## config.mk

```make
export PLATFORM = sky130hd
export DESIGN_NAME = pdm_cic_decimator
export DESIGN_NICKNAME = d
export VERILOG_FILES = /design/src/rtl/cic_pkg.sv /design/src/rtl/cic_integrator.sv /design/src/rtl/pdm_cic_decimator.sv
export SDC_FILE = /design/constraint.sdc
export NUM_CORES = 1
export LEC_CHECK = 0
export ABC_CLOCK_PERIOD_IN_PS = 6000
export CORE_ASPECT_RATIO = 0.5
export CORE_UTILIZATION = 35
export DETAILED_ROUTE_END_ITERATION = 10
export RECOVER_POWER = 100
export SETUP_SLACK_MARGIN = 0.05
export SYNTH_ARGS = -nofsm -noshare
export SYNTH_HDL_FRONTEND = slang
export SYNTH_SLANG_ARGS = --single-unit
```

## constraint.sdc

```tcl
create_clock -name clk -period 6 [get_ports clk]
set_clock_uncertainty 0.1 [all_clocks]
set_input_delay 0.6 -clock clk [delete_from_list [all_inputs] [get_ports clk]]
set_output_delay 0.6 -clock clk [all_outputs]
set_load 0.05 [all_outputs]
```

## src/rtl/cic_pkg.sv

```systemverilog
// Shared constants, width helpers and FSM encoding for the CIC decimator and
// the downstream halfband stages.
package cic_pkg;

    localparam int DEFAULT_DECIM    = 32;
    localparam int DEFAULT_N_STAGES = 4;

    typedef enum logic [1:0] {
        IDLE    = 2'd0,
        CAPTURE = 2'd1,
        COMB    = 2'd2,
        EMIT    = 2'd3
    } cic_state_e;

    function automatic int clog2(input int value);
        int result;
        int v;
        result = 0;
        v = value - 1;
        while (v > 0) begin
            result = result + 1;
            v = v >> 1;
        end
        return result;
    endfunction

    // Bit growth of an N-stage CIC is N*log2(R*M); one extra bit holds full scale.
    function automatic int acc_width(input int n_stages, input int decim, input int diff_delay);
        return 1 + n_stages * clog2(decim * diff_delay);
    endfunction

endpackage

```

## src/rtl/cic_integrator.sv

```systemverilog
// One enable-gated integrator of the CIC chain; wraps modulo 2^W by design.
module cic_integrator #(
    parameter int W = 21
) (
    input  logic         clk,
    input  logic         rst,
    input  logic         en,
    input  logic [W-1:0] din,
    output logic [W-1:0] acc
);

    logic [W-1:0] acc_q;
    logic [W-1:0] acc_d;

    always_comb begin
        acc_d = acc_q;
        if (en) begin
            acc_d = acc_q + din;
        end
    end

    always_ff @(posedge clk or posedge rst) begin
        if (rst) begin
            acc_q <= '0;
        end else begin
            acc_q <= acc_d;
        end
    end

    assign acc = acc_q;

endmodule

```

## src/rtl/pdm_cic_decimator.sv

```systemverilog
// PDM-to-PCM CIC decimator: strobe-qualified integrators plus a single
// time-multiplexed comb. Define CIC_SAT_EN to clamp full scale instead of wrapping.
module pdm_cic_decimator
    import cic_pkg::*;
#(
    parameter int N_STAGES   = DEFAULT_N_STAGES,
    parameter int DECIM      = DEFAULT_DECIM,
    parameter int DIFF_DELAY = 1,
    parameter int OUT_W      = 17
) (
    input  logic             clk,
    input  logic             rst,
    input  logic             pdm_en,
    input  logic             pdm_in,
    output logic [OUT_W-1:0] pcm_out,
    output logic             pcm_valid,
    output logic             overrun
);

    localparam int ACC_W = acc_width(N_STAGES, DECIM, DIFF_DELAY);
    localparam int DEC_W = clog2(DECIM);
    localparam int STG_W = (clog2(N_STAGES) > 0) ? clog2(N_STAGES) : 1;
    localparam int WRM_W = clog2(N_STAGES + 1);
    localparam int SHIFT = ACC_W - 1 - OUT_W;
    localparam int PAD   = (SHIFT < 0) ? -SHIFT : 1;
`ifdef CIC_SAT_EN
    localparam logic SAT_ON = 1'b1;
`else
    localparam logic SAT_ON = 1'b0;
`endif

    logic [ACC_W-1:0] integ [N_STAGES];

    genvar gi;
    generate
        for (gi = 0; gi < N_STAGES; gi++) begin : g_integ
            logic [ACC_W-1:0] din;
            if (gi == 0) begin : g_first
                assign din = {{(ACC_W-1){1'b0}}, pdm_in};
            end else begin : g_rest
                assign din = integ[gi-1];
            end
            cic_integrator #(.W(ACC_W)) u_integ (
                .clk (clk),
                .rst (rst),
                .en  (pdm_en),
                .din (din),
                .acc (integ[gi])
            );
        end
    endgenerate

    cic_state_e       state_q, state_d;
    logic [DEC_W-1:0] dec_q, dec_d;
    logic [STG_W-1:0] stg_q, stg_d;
    logic [WRM_W-1:0] warm_q, warm_d;
    logic [ACC_W-1:0] comb_q, comb_d;
    logic [ACC_W-1:0] dly_q [N_STAGES][DIFF_DELAY];
    logic [ACC_W-1:0] dly_d [N_STAGES][DIFF_DELAY];
    logic [OUT_W-1:0] pcm_out_q, pcm_out_d;
    logic             pcm_valid_q, pcm_valid_d;
    logic             overrun_q, overrun_d;

    logic             tick;
    logic [OUT_W:0]   scaled;
    logic             sat_hit;
    logic [OUT_W-1:0] pcm_next;

    assign tick = pdm_en && (dec_q == DEC_W'(DECIM - 1));

    // Keep the OUT_W bits just below the wrap bit, plus the overflow bit above them.
    generate
        if (SHIFT >= 0) begin : g_shr
            assign scaled = comb_q[SHIFT +: OUT_W+1];
        end else begin : g_shl
            assign scaled = {comb_q, {PAD{1'b0}}};
        end
    endgenerate

    assign sat_hit  = scaled[OUT_W] & SAT_ON;
    assign pcm_next = scaled[OUT_W-1:0] | {OUT_W{sat_hit}};

    always_comb begin
        state_d     = state_q;
        dec_d       = dec_q;
        stg_d       = stg_q;
        warm_d      = warm_q;
        comb_d      = comb_q;
        dly_d       = dly_q;
        pcm_out_d   = pcm_out_q;
        pcm_valid_d = 1'b0;
        overrun_d   = overrun_q;

        if (pdm_en) begin
            dec_d = tick ? '0 : dec_q + DEC_W'(1);
        end
        if (tick && (state_q != IDLE)) begin
            overrun_d = 1'b1;
        end

        case (state_q)
            IDLE: begin
                if (tick) begin
                    state_d = CAPTURE;
                end
            end
            CAPTURE: begin
                comb_d  = integ[N_STAGES-1];
                stg_d   = '0;
                state_d = COMB;
            end
            COMB: begin
                comb_d = comb_q - dly_q[stg_q][DIFF_DELAY-1];
                dly_d[stg_q][0] = comb_q;
                for (int i = 1; i < DIFF_DELAY; i++) begin
                    dly_d[stg_q][i] = dly_q[stg_q][i-1];
                end
                if (stg_q == STG_W'(N_STAGES - 1)) begin
                    state_d = EMIT;
                end else begin
                    stg_d = stg_q + STG_W'(1);
                end
            end
            EMIT: begin
                pcm_out_d = pcm_next;
                // Early results are computed to prime the comb delays but not announced.
                if (warm_q == WRM_W'(N_STAGES)) begin
                    pcm_valid_d = 1'b1;
                end else begin
                    warm_d = warm_q + WRM_W'(1);
                end
                state_d = IDLE;
            end
            default: state_d = IDLE;
        endcase
    end

    always_ff @(posedge clk or posedge rst) begin
        if (rst) begin
            state_q     <= IDLE;
            dec_q       <= '0;
            stg_q       <= '0;
            warm_q      <= '0;
            comb_q      <= '0;
            pcm_out_q   <= '0;
            pcm_valid_q <= 1'b0;
            overrun_q   <= 1'b0;
            for (int k = 0; k < N_STAGES; k++) begin
                for (int j = 0; j < DIFF_DELAY; j++) begin
                    dly_q[k][j] <= '0;
                end
            end
        end else begin
            state_q     <= state_d;
            dec_q       <= dec_d;
            stg_q       <= stg_d;
            warm_q      <= warm_d;
            comb_q      <= comb_d;
            pcm_out_q   <= pcm_out_d;
            pcm_valid_q <= pcm_valid_d;
            overrun_q   <= overrun_d;
            dly_q       <= dly_d;
        end
    end

    assign pcm_out   = pcm_out_q;
    assign pcm_valid = pcm_valid_q;
    assign overrun   = overrun_q;

endmodule

```

# [Word-level counts from Yosys, hierarchy flattened]
# Cells that the tools add are included.
[classes] bitwise_logic=2 eq_ne=9 magnitude_cmp=2 reduce_logical=9 add_sub_neg=8 muxes=15
[ops] op="bitwise mux 84 bit" count=1
[ops] op="adder 21 bit" count=3
[ops] op="2-to-1 mux 21 bit" count=3
[ops] op="binary-select mux 21 bit (select 2 bit)" count=1
[ops] op="demux 21 bit (select 2 bit)" count=1
[ops] op="case mux 21 bit (2 select lines)" count=1
[ops] op="adder 21 x 1 -> 21 bit" count=1
[ops] op="subtractor 21 bit" count=1
[ops] op="case mux 2 bit (4 select lines)" count=1
[ops] op="equality test 2 bit (second input constant)" count=3
[ops] op="2-to-1 mux 2 bit" count=3
[ops] op="!= test 2 bit (second input constant)" count=3
[ops] op="AND reduction 2 bit" count=3
[ops] op="adder 5 x 1 -> 5 bit (second input constant)" count=1
[ops] op="equality test 5 bit (second input constant)" count=1
[ops] op="2-to-1 mux 5 bit" count=1
[ops] op="case mux 2 bit (2 select lines)" count=1
[ops] op="nonzero test 2 bit" count=2
[ops] op="adder 3 x 1 -> 3 bit (second input constant)" count=1
[ops] op="equality test 3 bit (second input constant)" count=1
[ops] op=">= comparator 3 bit (second input constant)" count=1
[ops] op="logical AND 1 bit" count=3
[ops] op="less-than comparator 3 x 1 -> 1 bit (second input constant)" count=1
[ops] op="NOT 2 -> 3 bit" count=1
[ops] op="5 further kinds" count=6
[totals] inputBits=4 reg_bits=220 out_inout_bits=19

# [Logic depth before layout (Yosys ltp)]
[logic_depth] word_depth=6 depth_mapped=14 depth_no_buf=12

# [Hierarchy]
# A second synthesis with hierarchy kept.
[unflattened] cells_unflattened=1451 area_unflattened_um2=14412.6
[modules_own_cells] module="pdm_cic_decimator" seq_area_each_um2=3278.1 area_each_um2=6708.9 cells_each=577 instances=1
[modules_own_cells] module="cic_integrator (g_integ[1].u_integ ...)" seq_area_each_um2=525.5 area_each_um2=1928.1 cells_each=219 instances=3
[modules_own_cells] module="cic_integrator (g_integ[0].u_integ)" seq_area_each_um2=525.5 area_each_um2=1919.3 cells_each=217 instances=1

# [Least setup slack after synthesis]
# OpenSTA, ideal clock, no wires.
[synth_timing] path_type="reg2reg" start="register stg_q[0]" end="register comb_q[19]" path_stages_with_launch=14 t_required_ns=5.771 arrival_time_ns=3.551 synth_period_minus_slack_ns=3.780 setup_slack_ns=2.220 setup_ns=0.129 cell_sequence="dfrtp_1 > clkbuf_1 > buf_1 > mux4_2 > inv_1 > ha_1 > o21a_1 > o21a_1 > o21ai_0 > o21bai_1 > a31oi_1 > mux2_2 > o211ai_1 > nand3b_1"
[synth_between] elab_chain_cells=6
[synth_rtl] element="start: declaration" line="pdm_cic_decimator.sv:55" source="logic [STG_W-1:0] stg_q, stg_d;"
[synth_rtl] element="start signal: assignment" line="pdm_cic_decimator.sv:156" source="stg_q <= stg_d;"
[synth_rtl] element="NOT 2 -> 3 bit (implied by the code)" line="pdm_cic_decimator.sv:113" source="comb_d = comb_q - dly_q[stg_q][DIFF_DELAY-1];"
[synth_rtl] element="binary-select mux 21 bit (select 2 bit)" line="pdm_cic_decimator.sv:113"
[synth_rtl] element="2-to-1 mux 21 bit (implied by the code) (2 in a row)" line="pdm_cic_decimator.sv:113"
[synth_rtl] element="subtractor 21 bit" line="pdm_cic_decimator.sv:113"
[synth_rtl] element="case mux 21 bit (2 select lines)" line="pdm_cic_decimator.sv:101" source="case (state_q)"
[synth_rtl] element="end signal: assignment" line="pdm_cic_decimator.sv:158" source="comb_q <= comb_d;"
[synth_rtl] element="end: declaration" line="pdm_cic_decimator.sv:57" source="logic [ACC_W-1:0] comb_q, comb_d;"
# Every way passes these cells. The select of a mux whose other input is x is not followed.
# A chain may end at the register's enable or synchronous reset.

==> run_results.csv <==
group,metric,value,unit
run_status,status,"finished, violations left",
run_status,violations,"capacitance limit, slew limit",
yosys,synthCells,1114,
clocking,htreeDepth,1,
final_layout,area_growth,11.3,%
placement,dp_cells,1576,
final_layout,drive_gt1_share,17.1,%
grt,grt_pass1_wl,43900,µm
final_layout,stdcell_count,1615,
drt,drt_iter0_drc,438,
worst_setup_path,end_kind,"async pin",
floorplanning,rows,47,
drt,wl_per_cell,15.9,µm
timing,final_hold_viol_count,0,
drt,first_pass_iters,4,
final_layout,final_area,13600,µm²
floorplanning,core_area,33700,µm²
floorplanning,start_util,36.2,%
clocking,clock_path_buffers,3,
clocking,path_clk_slew,60,ps
timing,fmax,0.233,GHz
clocking,post-cts-setup-buffer-count,0,
timing,period_needed,4300,ps
yosys,synthSimpleGateAreaFrac,9.58,%
floorplanning,die_h,134,µm
placement,gp_congestion,0.850,
clocking,clock_latency,520,ps
yosys,async_flop_share,100,%
placement,pre_cts_slack,1890,ps
yosys,yosysWarningCount,0,
timing,max_slew_margin,-116,%
yosys,synth_top_family_by_area,"multiplexers",
drt,via_count,8449,
clocking,cts_made_buffers,22,
worst_setup_path,critical_path.startpoint,"rst",
drt,wirelength,25700,µm
timing,maxSlewViolCount,110,
worst_setup_path,r2r_start,"stg_q[0]",
hold_path,hold_start,"overrun",
grt,grt_pass1_vias,8594,
clocking,cts_sinks,211,
timing,tns,0,ps
worst_setup_path,path_class,"input pin to async pin",
worst_setup_path,cp.required,5790,ps
yosys,avgSynthCellArea,11.0,µm²
drt,viasPerCell,5.23,
floorplanning,design.portCount,23,
worst_setup_path,crit_arrival,4090,ps
worst_setup_path,crit_path_start_kind,"input pin",
floorplanning,die_area,35700,µm²
yosys,ys_ff_latch,211,
grt,grt-ovfl-total,0,
floorplanning,dieWidth,266,µm
placement,dp_hpwl,18000,µm
grt,grt_usage,14.9,%
yosys,syn_area,12200,µm²
yosys,synth_mux_area_share,16.4,%
timing,finalCritPeriodShare,71.6,%
final_layout,final_nets,1232,
clocking,post_cts_resized,0,
grt,antenna_found_initial,0,
yosys,synth-xor-area-share,5.52,%
clocking,cts_root_buf,"clkbuf_16",
clocking,cts_tree,"done",
run,drv_cap,2,
placement,portBuffers,22,
drt,drc,0,
yosys,ys_types,67,
hold_path,worstHoldPathType,"flip-flop to flip-flop",
yosys,syn_nets,1211,
drt,drtAntennaViolNets,0,
yosys,synth_compound_area_share,13.0,%
final_layout,diodes,0,
yosys,synth_edf_count,0,
timing,timing.final.ws_setup,1700,ps
worst_setup_path,critPathMaxFanout,61,
clocking,cts-hold-fix-buffers,0,
yosys,synth_seq_area_share,43.2,%
timing,finalSetupViolCount,0,
grt,grt_max_degree,68,
yosys,synthAdderAreaFrac,9.78,%
placement,placed_area,13000,µm²
timing,tightest_slew,3240,ps
yosys,ys.flop_type,"dfrtp_1",
timing,rsz0062_at_grt,"no",
per-stage QoR:
step	hold WS [ps]	utilization, %
after detailed placement	367	38.4
after CTS	353	40.5
final	371	40.3
after global placement	359	38.4
after global routing	404	40.3
after floorplan	345	-
path summary, 6_finish.rpt:
kind / slack (ps) / to / depth (start not counted)
min in group asynchronous: 590 / dly_q[81] / 2
min: 370 / overrun / 1
max: 1700 / g_integ[0].u_integ.acc[11] / 3
max reg2reg: 1740 / comb_q[19] / 11
min reg2reg: 370 / overrun / 1
max in group clk: 1740 / comb_q[19] / 11
routing by layer:
| layer | wire [µm] | part of all wire (%) | track usage [%] | vias to the layer above |
|---|---|---|---|---|
| met1 | 12300 | 48 | 20.2 | 4233 |
| met3 | 727 | 2.8 | 2.11 | 39 |
| met4 | 477 | 1.9 | 3.61 | 0 |
| met5 | 0 | 0 | 0 | - |
| li1 | - | - | - | 4079 |
| met2 | 12200 | 47 | 25.3 | 98 |
registers in the layout, summed over array words and instances (netlist names):
signal and count:
comb_q 20, dec_q 5, dly_q 80, g_integ.u_integ.acc 80
overrun 1, pcm_out 17, pcm_valid 1, state_q 2
stg_q 2, warm_q 3
cell type report:
class,instances,area (µm²)
clock inverter,6,37.5
tap,465,582
fill,3185,20100
clock buffer,33,643
sequential,211,5280
multi-input combinational,822,6600
inverter,46,174
timing repair buffer,32,270
critical path, cell delays in order:
cell and delay (ps):
dlygate4sd3_1 540, clkinvlp_2 580, clkbuf_1 2350
cells in the final DEF (no fill, tap or decap), types with 4 or more instances in the layout:
cell type and instances:
a211o_1 5, a211oi_1 6, a21o_1 28, a21oi_1 71
a31oi_1 11, and2_1 5, and3_1 9, buf_4 5
clkbuf_1 13, clkbuf_16 23, dfrtp_1 211, dlygate4sd3_1 21
fa_1 4, ha_1 89, inv_1 44, mux2_2 127
mux2i_1 9, mux4_2 20, nand2_1 78, nand2b_1 4
nand3_1 21, nand4_1 11, nor2_1 70, nor2b_1 18
nor3_1 17, o211ai_1 4, o21a_1 15, o21ai_0 46
o21ai_1 9, o21bai_1 5, o31ai_1 4, or3_1 5
xnor2_1 55, xor2_1 22
cell usage after synthesis, types with 15 or more instances:
master    number  area, µm²
nor2b_1       18        113
a21o_1        28        210
o21ai_0       39        195
nor3_1        17       85.1
o21a_1        15        113
dfrtp_1      211       5280
mux2_2       128       1440
ha_1          89       1110
clkbuf_1      30        113
nor2_1        70        263
xnor2_1       55        482
inv_1         45        169
nand3_1       21        105
nand2_1       78        293
o21ai_1       16       80.1
a21oi_1       71        355
xor2_1        22        193
mux4_2        20        450
cell families after synthesis:
family | count (synthesis)
buffers and inverters | 81
adder cells (fa/ha/maj) | 93
XOR/XNOR | 77
AND/OR/NAND/NOR | 252
multiplexers | 158
AO/OA/AOI/OAI | 242
flip-flops | 211
Power is not shown: default switching activity piles up to over one toggle a cycle in this logic, so the estimate is an artifact.
